### src/rtl/hps_cmd_interface.sv
// hps_cmd_interface: HPS register write port that snapshots ALU operands, issues a start pulse
// and captures the result/status with a done timeout.  Rev 1.0
`default_nettype none

module hps_cmd_interface #(
  parameter int DATA_W         = 16,
  parameter int TIMEOUT_CYCLES = 1024,
  parameter int CNT_W          = 11
) (
  input  logic              clk,
  input  logic              rst,
  input  logic              writeEnable,
  input  logic [3:0]        writeAddress,
  input  logic [DATA_W-1:0] writeData,
  input  logic [3:0]        readAddress,
  output logic [DATA_W-1:0] readData,
  output logic [DATA_W-1:0] alu_a,
  output logic [DATA_W-1:0] alu_b,
  output logic [DATA_W-1:0] alu_op,
  output logic              alu_start,
  input  logic              alu_done,
  input  logic [DATA_W-1:0] alu_result,
  input  logic              alu_error,
  output logic              busy
);

  localparam logic [1:0] S_IDLE  = 2'd0;
  localparam logic [1:0] S_ISSUE = 2'd1;
  localparam logic [1:0] S_WAIT  = 2'd2;

  localparam logic [CNT_W-1:0] C_CNT_LAST = CNT_W'(TIMEOUT_CYCLES - 1);

  logic [1:0]        state_q, state_d;
  logic [DATA_W-1:0] a_q, a_d, b_q, b_d, op_q, op_d;
  logic [DATA_W-1:0] snap_a_q, snap_a_d, snap_b_q, snap_b_d, snap_op_q, snap_op_d;
  logic [DATA_W-1:0] result_q, result_d;
  logic              done_q, done_d, err_q, err_d, tmo_q, tmo_d, ovr_q, ovr_d;
  logic [CNT_W-1:0]  cnt_q, cnt_d;

  logic w_wr_ctrl, w_start_req, w_clear_req;

  assign w_wr_ctrl   = writeEnable && (writeAddress == 4'd3);
  assign w_start_req = w_wr_ctrl && writeData[0];
  assign w_clear_req = w_wr_ctrl && writeData[1];

  always_comb begin
    state_d   = state_q;
    a_d       = a_q;
    b_d       = b_q;
    op_d      = op_q;
    snap_a_d  = snap_a_q;
    snap_b_d  = snap_b_q;
    snap_op_d = snap_op_q;
    result_d  = result_q;
    done_d    = done_q;
    err_d     = err_q;
    tmo_d     = tmo_q;
    ovr_d     = ovr_q;
    cnt_d     = cnt_q;

    // Operand registers are writable in every state; only the snapshots are protected.
    if (writeEnable) begin
      case (writeAddress)
        4'd0:    a_d  = writeData;
        4'd1:    b_d  = writeData;
        4'd2:    op_d = writeData;
        default: ;
      endcase
    end

    case (state_q)
      S_IDLE: begin
        if (w_clear_req) begin
          done_d = 1'b0;
          err_d  = 1'b0;
          tmo_d  = 1'b0;
          ovr_d  = 1'b0;
        end
        if (w_start_req) begin
          snap_a_d  = a_q;
          snap_b_d  = b_q;
          snap_op_d = op_q;
          done_d    = 1'b0;
          err_d     = 1'b0;
          tmo_d     = 1'b0;
          state_d   = S_ISSUE;
        end
      end
      S_ISSUE: begin
        cnt_d   = '0;
        state_d = S_WAIT;
      end
      S_WAIT: begin
        if (alu_done) begin
          result_d = alu_result;
          err_d    = alu_error;
          done_d   = 1'b1;
          state_d  = S_IDLE;
        end else if (cnt_q == C_CNT_LAST) begin
          tmo_d   = 1'b1;
          done_d  = 1'b1;
          state_d = S_IDLE;
        end else begin
          cnt_d = cnt_q + 1'b1;
        end
      end
      default: state_d = S_IDLE;
    endcase

    // While busy, CLEAR only touches overrun and a START is recorded as overrun.
    if (state_q != S_IDLE) begin
      if (w_clear_req) ovr_d = 1'b0;
      if (w_start_req) ovr_d = 1'b1;
    end
  end

  always_ff @(posedge clk or negedge rst) begin
    if (!rst) begin
      state_q   <= S_IDLE;
      a_q       <= '0;
      b_q       <= '0;
      op_q      <= '0;
      snap_a_q  <= '0;
      snap_b_q  <= '0;
      snap_op_q <= '0;
      result_q  <= '0;
      done_q    <= 1'b0;
      err_q     <= 1'b0;
      tmo_q     <= 1'b0;
      ovr_q     <= 1'b0;
      cnt_q     <= '0;
    end else begin
      state_q   <= state_d;
      a_q       <= a_d;
      b_q       <= b_d;
      op_q      <= op_d;
      snap_a_q  <= snap_a_d;
      snap_b_q  <= snap_b_d;
      snap_op_q <= snap_op_d;
      result_q  <= result_d;
      done_q    <= done_d;
      err_q     <= err_d;
      tmo_q     <= tmo_d;
      ovr_q     <= ovr_d;
      cnt_q     <= cnt_d;
    end
  end

  assign busy      = (state_q != S_IDLE);
  assign alu_start = (state_q == S_ISSUE);
  assign alu_a     = snap_a_q;
  assign alu_b     = snap_b_q;
  assign alu_op    = snap_op_q;

  always_comb begin
    readData = '0;
    case (readAddress)
      4'd0:    readData = a_q;
      4'd1:    readData = b_q;
      4'd2:    readData = op_q;
      4'd4:    readData = result_q;
      4'd5:    readData = {{(DATA_W-5){1'b0}}, ovr_q, tmo_q, err_q, done_q, busy};
      default: readData = '0;
    endcase
  end

endmodule

`default_nettype wire

### config.mk
export PLATFORM = sky130hd
export DESIGN_NAME = hps_cmd_interface
export DESIGN_NICKNAME = d
export VERILOG_FILES = /design/src/rtl/hps_cmd_interface.sv
export SDC_FILE = /design/constraint.sdc
export NUM_CORES = 1
export LEC_CHECK = 0
export CAP_MARGIN = 0
export CORE_MARGIN = 3
export CORE_UTILIZATION = 55
export CTS_CLUSTER_DIAMETER = 30
export DETAILED_ROUTE_END_ITERATION = 8
export PLACE_DENSITY = 0.85
export SLEW_MARGIN = 20
export SYNTH_ARGS = -nofsm -noshare
export SYNTH_HDL_FRONTEND = slang
export SYNTH_SLANG_ARGS = --single-unit
### constraint.sdc
create_clock -name clk -period 5.1 [get_ports clk]
set_input_delay 1.02 -clock clk [delete_from_list [all_inputs] [get_ports clk]]
set_output_delay 1.02 -clock clk [all_outputs]
set_load 0.05 [all_outputs]
==> flow_metrics.tcl, run 1 <==
set metrics [dict create \
    run_status "finished, final reports clean" \
    fin_nets 560 \
    finalHoldViolCount 0 \
    grt_first_pass_wirelength_mm 21.96 \
    area_of_the_die_mm2 0.01117 \
    finalClockSkew_ns 0.007354 \
    root_buffer "sky130_fd_sc_hd__clkbuf_8" \
    cts.clk_slew.worst_paths_ns 0.06 \
    vias_per_inst 5.849 \
    floorplan.io_pins 111 \
    die_h_um 105.7 \
    synth_edf_count 0 \
    irDropWorstVdd_v 0.0002958 \
    drv_slew 0 \
    start_util 0.5779 \
    dpl.hpwl_mm 8.675 \
    rows 35 \
    worst-slew-pin-transition_ns 1.024 \
    post_synth_instance_area_mm2 0.005466 \
    post_route_cells_drive_above_1_share 0.3055 \
    insertion_delay_ns 0.52 \
    netlist-cell-type-count 42 \
    grt_overflow 0 \
    drt.antenna.violating_nets 0 \
    avgRoutedWirePerCell_um 20.45 \
    placeableCoreArea_mm2 0.009459 \
    min_path_type "reg -> reg" \
    synthCells 393 \
    min_clock_period_post_route_ns 4.482 \
    startpoint_type "primary input" \
    crit_top_cell "sky130_fd_sc_hd__clkdlybuf4s50_1" \
    globalRouteTotalUtil 0.2537 \
    critical_path_class "in -> out" \
    net_count_synth 439 \
    rsz0062_at_grt "false" \
    synth_sequential_area_ratio 0.5905 \
    dpl.cell_count 624 \
    cts.hold.buffers_added 0 \
    setup_tns_ns 0 \
    timing.max_slew.rel_slack 0.3140 \
    critical_path_required_ns 4.08 \
    synth.top_cells.by_area "sky130_fd_sc_hd__dfrtp_1, sky130_fd_sc_hd__mux2_2, sky130_fd_sc_hd__a22oi_1, sky130_fd_sc_hd__nand2_1, sky130_fd_sc_hd__a222oi_1" \
    detail_route.iter0.violations 288 \
    worst_path_largest_cell_delay_ns 0.81 \
    setup_violations 0 \
    cp.arrival_ns 3.46 \
    path_max_fanout 10 \
    max_freq_mhz 223.1 \
    drt-total-wl_mm 13.41 \
    totalPowerFinal_mw 3.506 \
    final_routed_drc_violation_total 0 \
    antenna_found_initial 0 \
    worstPathCellList "clkdlybuf4s50_1 -> nor4b_4 -> buf_4 -> a22oi_1 -> nand2_1 -> clkdlybuf4s50_1" \
    post_cts_buffers 0 \
    post_cts_resize_count 0 \
    detailroute.via_count 3837 \
    globalplace.congestion 0.8044 \
    grt_start_max_net_pins 90 \
    clockBufferDepth 2 \
    h_tree_levels 4 \
    worstSetupEndpointType "output port" \
    synth.ff_latch_count 129 \
    cts_tree "built" \
    finalNonFillerCells 656 \
    syn2layout_area_growth_pct 34.72 \
    num_antenna_cells 0 \
    area_share_of_the_largest_cell_type_after_synthesis 0.5905 \
    crit_path_top_delay_cell "sky130_fd_sc_hd__clkdlybuf4s50_1" \
    power.leakage_nw 3.264 \
    grt_pass1_vias 4045 \
    synth_area_per_cell_um2 13.91 \
    synthArstFlopShare 1.000 \
    power.density_mw_per_mm2 476.1 \
    post-synth-top-area-cell "sky130_fd_sc_hd__dfrtp_1" \
    drv_cap 0 \
    numClockSinks 129 \
    synth-main-ff-cell "sky130_fd_sc_hd__dfrtp_1" \
    finalCritPeriodShare 0.8787 \
    synth.yosys.warnings 0 \
    portBuffers 110 \
    fp.dieW_um 105.7 \
    drt-pass1-iter-count 6 \
    tritoncts.num_buffers 17 \
]
==> kinds of logic after synthesis <==
| family | Yosys count | synth area share |
|---|---|---|
| adder cells (fa/ha/maj) | 1 | 0.002288 |
| AO/OA/AOI/OAI | 54 | 0.07164 |
| buffers and inverters | 20 | 0.02060 |
| AND/OR/NAND/NOR | 74 | 0.07874 |
| flip-flops | 129 | 0.5905 |
| multiplexers | 115 | 0.2362 |
==> cells in the mapped netlist (2+ instances only) <==
cell type	instances
sky130_fd_sc_hd__a222oi_1	5
sky130_fd_sc_hd__a31oi_1	3
sky130_fd_sc_hd__dfrtp_1	129
sky130_fd_sc_hd__nand4_1	3
sky130_fd_sc_hd__nor4_4	2
sky130_fd_sc_hd__o31ai_1	2
sky130_fd_sc_hd__inv_1	4
sky130_fd_sc_hd__a22oi_1	28
sky130_fd_sc_hd__buf_6	3
sky130_fd_sc_hd__nor3_1	6
sky130_fd_sc_hd__nand3_1	6
sky130_fd_sc_hd__o21ai_0	8
sky130_fd_sc_hd__or3_1	2
sky130_fd_sc_hd__mux2i_1	3
sky130_fd_sc_hd__nand2_1	27
sky130_fd_sc_hd__a21oi_1	3
sky130_fd_sc_hd__nand2b_1	5
sky130_fd_sc_hd__buf_2	9
sky130_fd_sc_hd__clkbuf_1	3
sky130_fd_sc_hd__nor2_1	9
sky130_fd_sc_hd__mux2_2	110
sky130_fd_sc_hd__and3_1	2
sky130_fd_sc_hd__mux2_1	2
==> state kept, by name (all words and copies together), names as in the netlist <==
signal	flops
b_q	16
cnt_q	11
alu_op	16
ovr_q	1
err_q	1
alu_b	16
a_q	16
state_q	2
alu_a	16
done_q	1
result_q	16
tmo_q	1
op_q	16
==> worst paths after layout <==
kind / from / to / slack (ns) / cells past startpoint
max in group asynchronous: rst / b_q[11]$_DFFE_PN0P_ / 3.48 / 2
min reg2reg: alu_op[1]$_DFFE_PN0P_ / alu_op[1]$_DFFE_PN0P_ / 0.50 / 1
min in group asynchronous: rst / a_q[3]$_DFFE_PN0P_ / 0.53 / 1
min: alu_op[1]$_DFFE_PN0P_ / alu_op[1]$_DFFE_PN0P_ / 0.50 / 1
max reg2reg: state_q[0]$_DFFE_PN0P_ / result_q[1]$_DFFE_PN0P_ / 3.20 / 3
max: readAddress[3] / readData[15] / 0.62 / 6
==> critical path: cells and delay by family <==
| family | cells | cell delay [ns] |
|---|---|---|
| AO/OA/AOI/OAI | 1 | 0.10 |
| buffers and inverters | 3 | 1.64 |
| AND/OR/NAND/NOR | 2 | 0.70 |
==> report_power, final <==
part	switching [mW]	total, mW	internal, mW
sequential	0.156	1.39	1.24
combinational	0.460	0.795	0.335
clock	0.467	1.32	0.852
==> final cells by class <==
class | count | area [um2]
clock buffers | 18 | 417.9
fillers | 579 | 2095
inverters | 4 | 15.01
repair buffers | 118 | 1162
well taps | 129 | 161.4
multi-input cells | 244 | 2153
flip-flops and latches | 129 | 3228
clock inverters | 14 | 226.5
==> stage by stage <==
step / util / hold slack (ns) / worst slack (ns) / area, um2
after floorplan: - / 0.4666 / 1.677 / 5466
after global placement: 0.7101 / 0.4827 / 0.7242 / 6716
after detailed placement: 0.7101 / 0.4843 / 0.6894 / 6716
after CTS: 0.7782 / 0.4976 / 0.6610 / 7361
after global routing: 0.7786 / 0.5178 / 0.5312 / 7365
final: 0.7786 / 0.4989 / 0.6184 / 7365
==> layout by cell type, fill, tap and decap left out, types with 2 or more instances in the layout <==
cell	n
sky130_fd_sc_hd__mux2_2	110
sky130_fd_sc_hd__or3_1	2
sky130_fd_sc_hd__nor2_1	9
sky130_fd_sc_hd__a31oi_1	3
sky130_fd_sc_hd__clkinvlp_4	2
sky130_fd_sc_hd__nor3_2	3
sky130_fd_sc_hd__clkdlybuf4s50_1	109
sky130_fd_sc_hd__inv_1	4
sky130_fd_sc_hd__mux2i_1	3
sky130_fd_sc_hd__dfrtp_1	129
sky130_fd_sc_hd__nand3_1	6
sky130_fd_sc_hd__nor4_4	2
sky130_fd_sc_hd__and3_1	2
sky130_fd_sc_hd__o21ai_0	8
sky130_fd_sc_hd__clkinv_4	3
sky130_fd_sc_hd__inv_6	4
sky130_fd_sc_hd__bufinv_16	5
sky130_fd_sc_hd__a21oi_1	3
sky130_fd_sc_hd__mux2_1	2
sky130_fd_sc_hd__buf_4	8
sky130_fd_sc_hd__clkbuf_16	16
sky130_fd_sc_hd__a22oi_1	28
sky130_fd_sc_hd__a222oi_1	5
sky130_fd_sc_hd__nand2_1	27
sky130_fd_sc_hd__nor3_1	4
sky130_fd_sc_hd__nand4_1	3
sky130_fd_sc_hd__nand2b_1	5
sky130_fd_sc_hd__o31ai_1	2
==> layer usage <==
metal	vias to the layer above	wire, um	part of all wire	track usage
li1	1705	-	-	-
met3	13	848	0.063	0.04776
met2	153	7030	0.52	0.4413
met4	0	144	0.011	0.06753
met1	1966	5388	0.40	0.3276
met5	-	0	0	0
(Power assumes the default switching activity.)
==> run 2, diff against run 1 <==
--- a/config.mk
+++ b/config.mk
@@ -7,10 +7,9 @@
 export LEC_CHECK = 0
 export CAP_MARGIN = 0
 export CORE_MARGIN = 3
-export CORE_UTILIZATION = 55
+export CORE_UTILIZATION = 37
 export CTS_CLUSTER_DIAMETER = 30
 export DETAILED_ROUTE_END_ITERATION = 8
-export PLACE_DENSITY = 0.85
 export SLEW_MARGIN = 20
 export SYNTH_ARGS = -nofsm -noshare
 export SYNTH_HDL_FRONTEND = slang
==> run 2 against run 1 <==
Register-to-register slack got worse by 0.07 ns; setup slack better by 0.21 ns; highest routed layer unchanged; critical path type unchanged; routed wire length rose by 0.24%.
==> flow_metrics.tcl, run 2 (synthesized netlist as in run 1, its figures left out) <==
set metrics [dict create \
    most_frequent_cells_in_the_layout "sky130_fd_sc_hd__dfrtp_1, sky130_fd_sc_hd__mux2_2, sky130_fd_sc_hd__clkdlybuf4s50_1" \
    setup_tns_ns 0 \
    fp.dieW_um 127.6 \
    globalplace.congestion 0.7529 \
    worstPathCellList "clkdlybuf4s50_1 -> nand2b_1 -> nor3_2 -> buf_4 -> a222oi_1 -> nand2_1 -> clkdlybuf4s50_1" \
    path_max_fanout 16 \
    net_sw_frac 0.2994 \
    crit_start "readAddress[3]" \
    root_buffer "sky130_fd_sc_hd__clkbuf_16" \
    area_occupied_by_multi_input_gates_mm2 0.002153 \
    startpoint_type "primary input" \
    finalClockSkew_ns 0.005092 \
    p_sw_uw 994.1 \
    num_antenna_cells 0 \
    cp.arrival_ns 3.25 \
    cellInternalPower_mw 2.327 \
    mostFrequentLayoutCell "sky130_fd_sc_hd__dfrtp_1" \
    finalHoldViolCount 0 \
    rsz0062_at_grt "false" \
    worst_path_largest_cell_delay_ns 0.72 \
    worst-slew-pin-transition_ns 0.9930 \
    min_clock_period_post_route_ns 4.274 \
    hold-worst-slack_ns 0.5055 \
    fin_util 0.5192 \
    timing.max_slew.rel_slack 0.3350 \
    numClockSinks 129 \
    cts.clk_slew.worst_paths_ns 0.05 \
    antenna_found_initial 0 \
    comb_power_share 0.236 \
    tritoncts.num_buffers 17 \
    pwr-share-clk 0.346 \
    grt_pass1_vias 3945 \
    detail_route.iter0.violations 236 \
    setup_violations 0 \
    portBuffers 110 \
    hold_path_startpoint "alu_b[11]$_DFFE_PN0P_" \
    power.leakage_nw 3.230 \
    clockBufferDepth 2 \
    dpl_cell_area_mm2 0.006780 \
    final_design_area_no_fill_mm2 0.007347 \
    layout.area.seq_mm2 0.003228 \
    grt_overflow 0 \
    grt_start_max_net_pins 67 \
    seq_power_share 0.418 \
    dpl.hpwl_mm 9.295 \
    drt.antenna.violating_nets 0 \
    finalCritPeriodShare 0.8380 \
    fin_nets 560 \
    placeableCoreArea_mm2 0.01415 \
    irDropWorstVdd_v 0.0002051 \
    post_cts_buffers 0 \
    post_route_cells_drive_above_1_share 0.2947 \
    critical_path_class "in -> out" \
    power.density_mw_per_mm2 452.0 \
    crit_path_top_delay_cell "sky130_fd_sc_hd__clkdlybuf4s50_1" \
    drt-pass1-iter-count 6 \
    drv_slew 0 \
    floorplan.io_pins 111 \
    globalRouteTotalUtil 0.1723 \
    final_routed_drc_violation_total 0 \
    insertion_delay_ns 0.40 \
    area_of_the_die_mm2 0.01627 \
    max_freq_mhz 234.0 \
    worstSetupEndpointType "output port" \
    cts_tree "built" \
    timing.rr.start "state_q[1]$_DFFE_PN0P_" \
    drt-total-wl_mm 13.44 \
    syn2layout_area_growth_pct 34.40 \
    detailroute.via_count 3667 \
    fillCellCount 1206 \
    vias_per_inst 5.194 \
    crit_top_cell "sky130_fd_sc_hd__clkdlybuf4s50_1" \
    h_tree_levels 4 \
    avgRoutedWirePerCell_um 19.04 \
    drv_cap 0 \
    start_util 0.3863 \
    run_status "finished, final reports clean" \
    rows 43 \
    min_path_type "reg -> reg" \
    die_h_um 127.6 \
    critical_path_required_ns 4.08 \
    cts.hold.buffers_added 0 \
    post_cts_resize_count 0 \
    grt_first_pass_wirelength_mm 21.45 \
]
[run 2: cell count changes in the layout (fill, tap and decap cells not counted), sizes merged]
cell,delta
bufinv,-3
clkbuf,+8
clkinv,-1
inv,-4
clkinvlp,-1
[run 2: layer usage]
| layer | GRT usage | part of all wire | vias up | routed length, um |
|---|---|---|---|---|
| li1 | - | - | 1705 | - |
| met1 | 0.2287 | 0.45 | 1857 | 6039 |
| met5 | 0 | 0 | - | 0 |
| met3 | 0.04557 | 0.052 | 7 | 701 |
| met2 | 0.2769 | 0.49 | 98 | 6591 |
| met4 | 0.05426 | 0.0083 | 0 | 112 |
[run 2: critical path, delay by kind of cell]
kind | cells | cell delay, ns
and+or+nand+nor | 3 | 0.36
AOI/OAI and AO/OA | 1 | 0.33
buffers and inverters | 3 | 1.54
[run 2: final cells by class]
type                       count  area share
multi-input combinational    244      0.2931
sequential                   129      0.4394
clock inverter                 5     0.01056
tap                          180     0.03065
clock buffer                  26     0.06659
inverter                       4    0.002044
timing repair buffer         118      0.1577
[run 2: worst paths after layout]
| kind | end | slack, ns | cells after the start |
|---|---|---|---|
| worst max-delay path | readData[2] | 0.83 | 7 |
| worst min-delay path | alu_b[11]$_DFFE_PN0P_ | 0.51 | 1 |
| worst max register to register | alu_op[1]$_DFFE_PN0P_ | 3.13 | 4 |
| worst min register to register | alu_b[11]$_DFFE_PN0P_ | 0.51 | 1 |
| max in group asynchronous | result_q[5]$_DFFE_PN0P_ | 3.42 | 2 |
| min in group asynchronous | alu_a[1]$_DFFE_PN0P_ | 0.72 | 1 |
[run 2: per-stage QoR]
| stage | setup WS, ns | power [mW] | cells |
|---|---|---|---|
| global placement | 0.8858 | 2.171 | 675 |
| global route | 0.6927 | 3.472 | 706 |
| detailed placement | 0.8369 | 2.195 | 675 |
| finish | 0.8260 | 3.321 | 706 |
| CTS | 0.8346 | 3.359 | 706 |
| floorplan | 1.677 | 1.870 | 393 |
[run 2: power groups by stage]
stage	registers [mW]	logic (mW)	clock network (mW)
detailed placement	1.40	0.790	0
CTS	1.39	0.794	1.18
finish	1.39	0.783	1.15
floorplan	1.60	0.269	0
global placement	1.39	0.777	0
global route	1.42	0.831	1.22
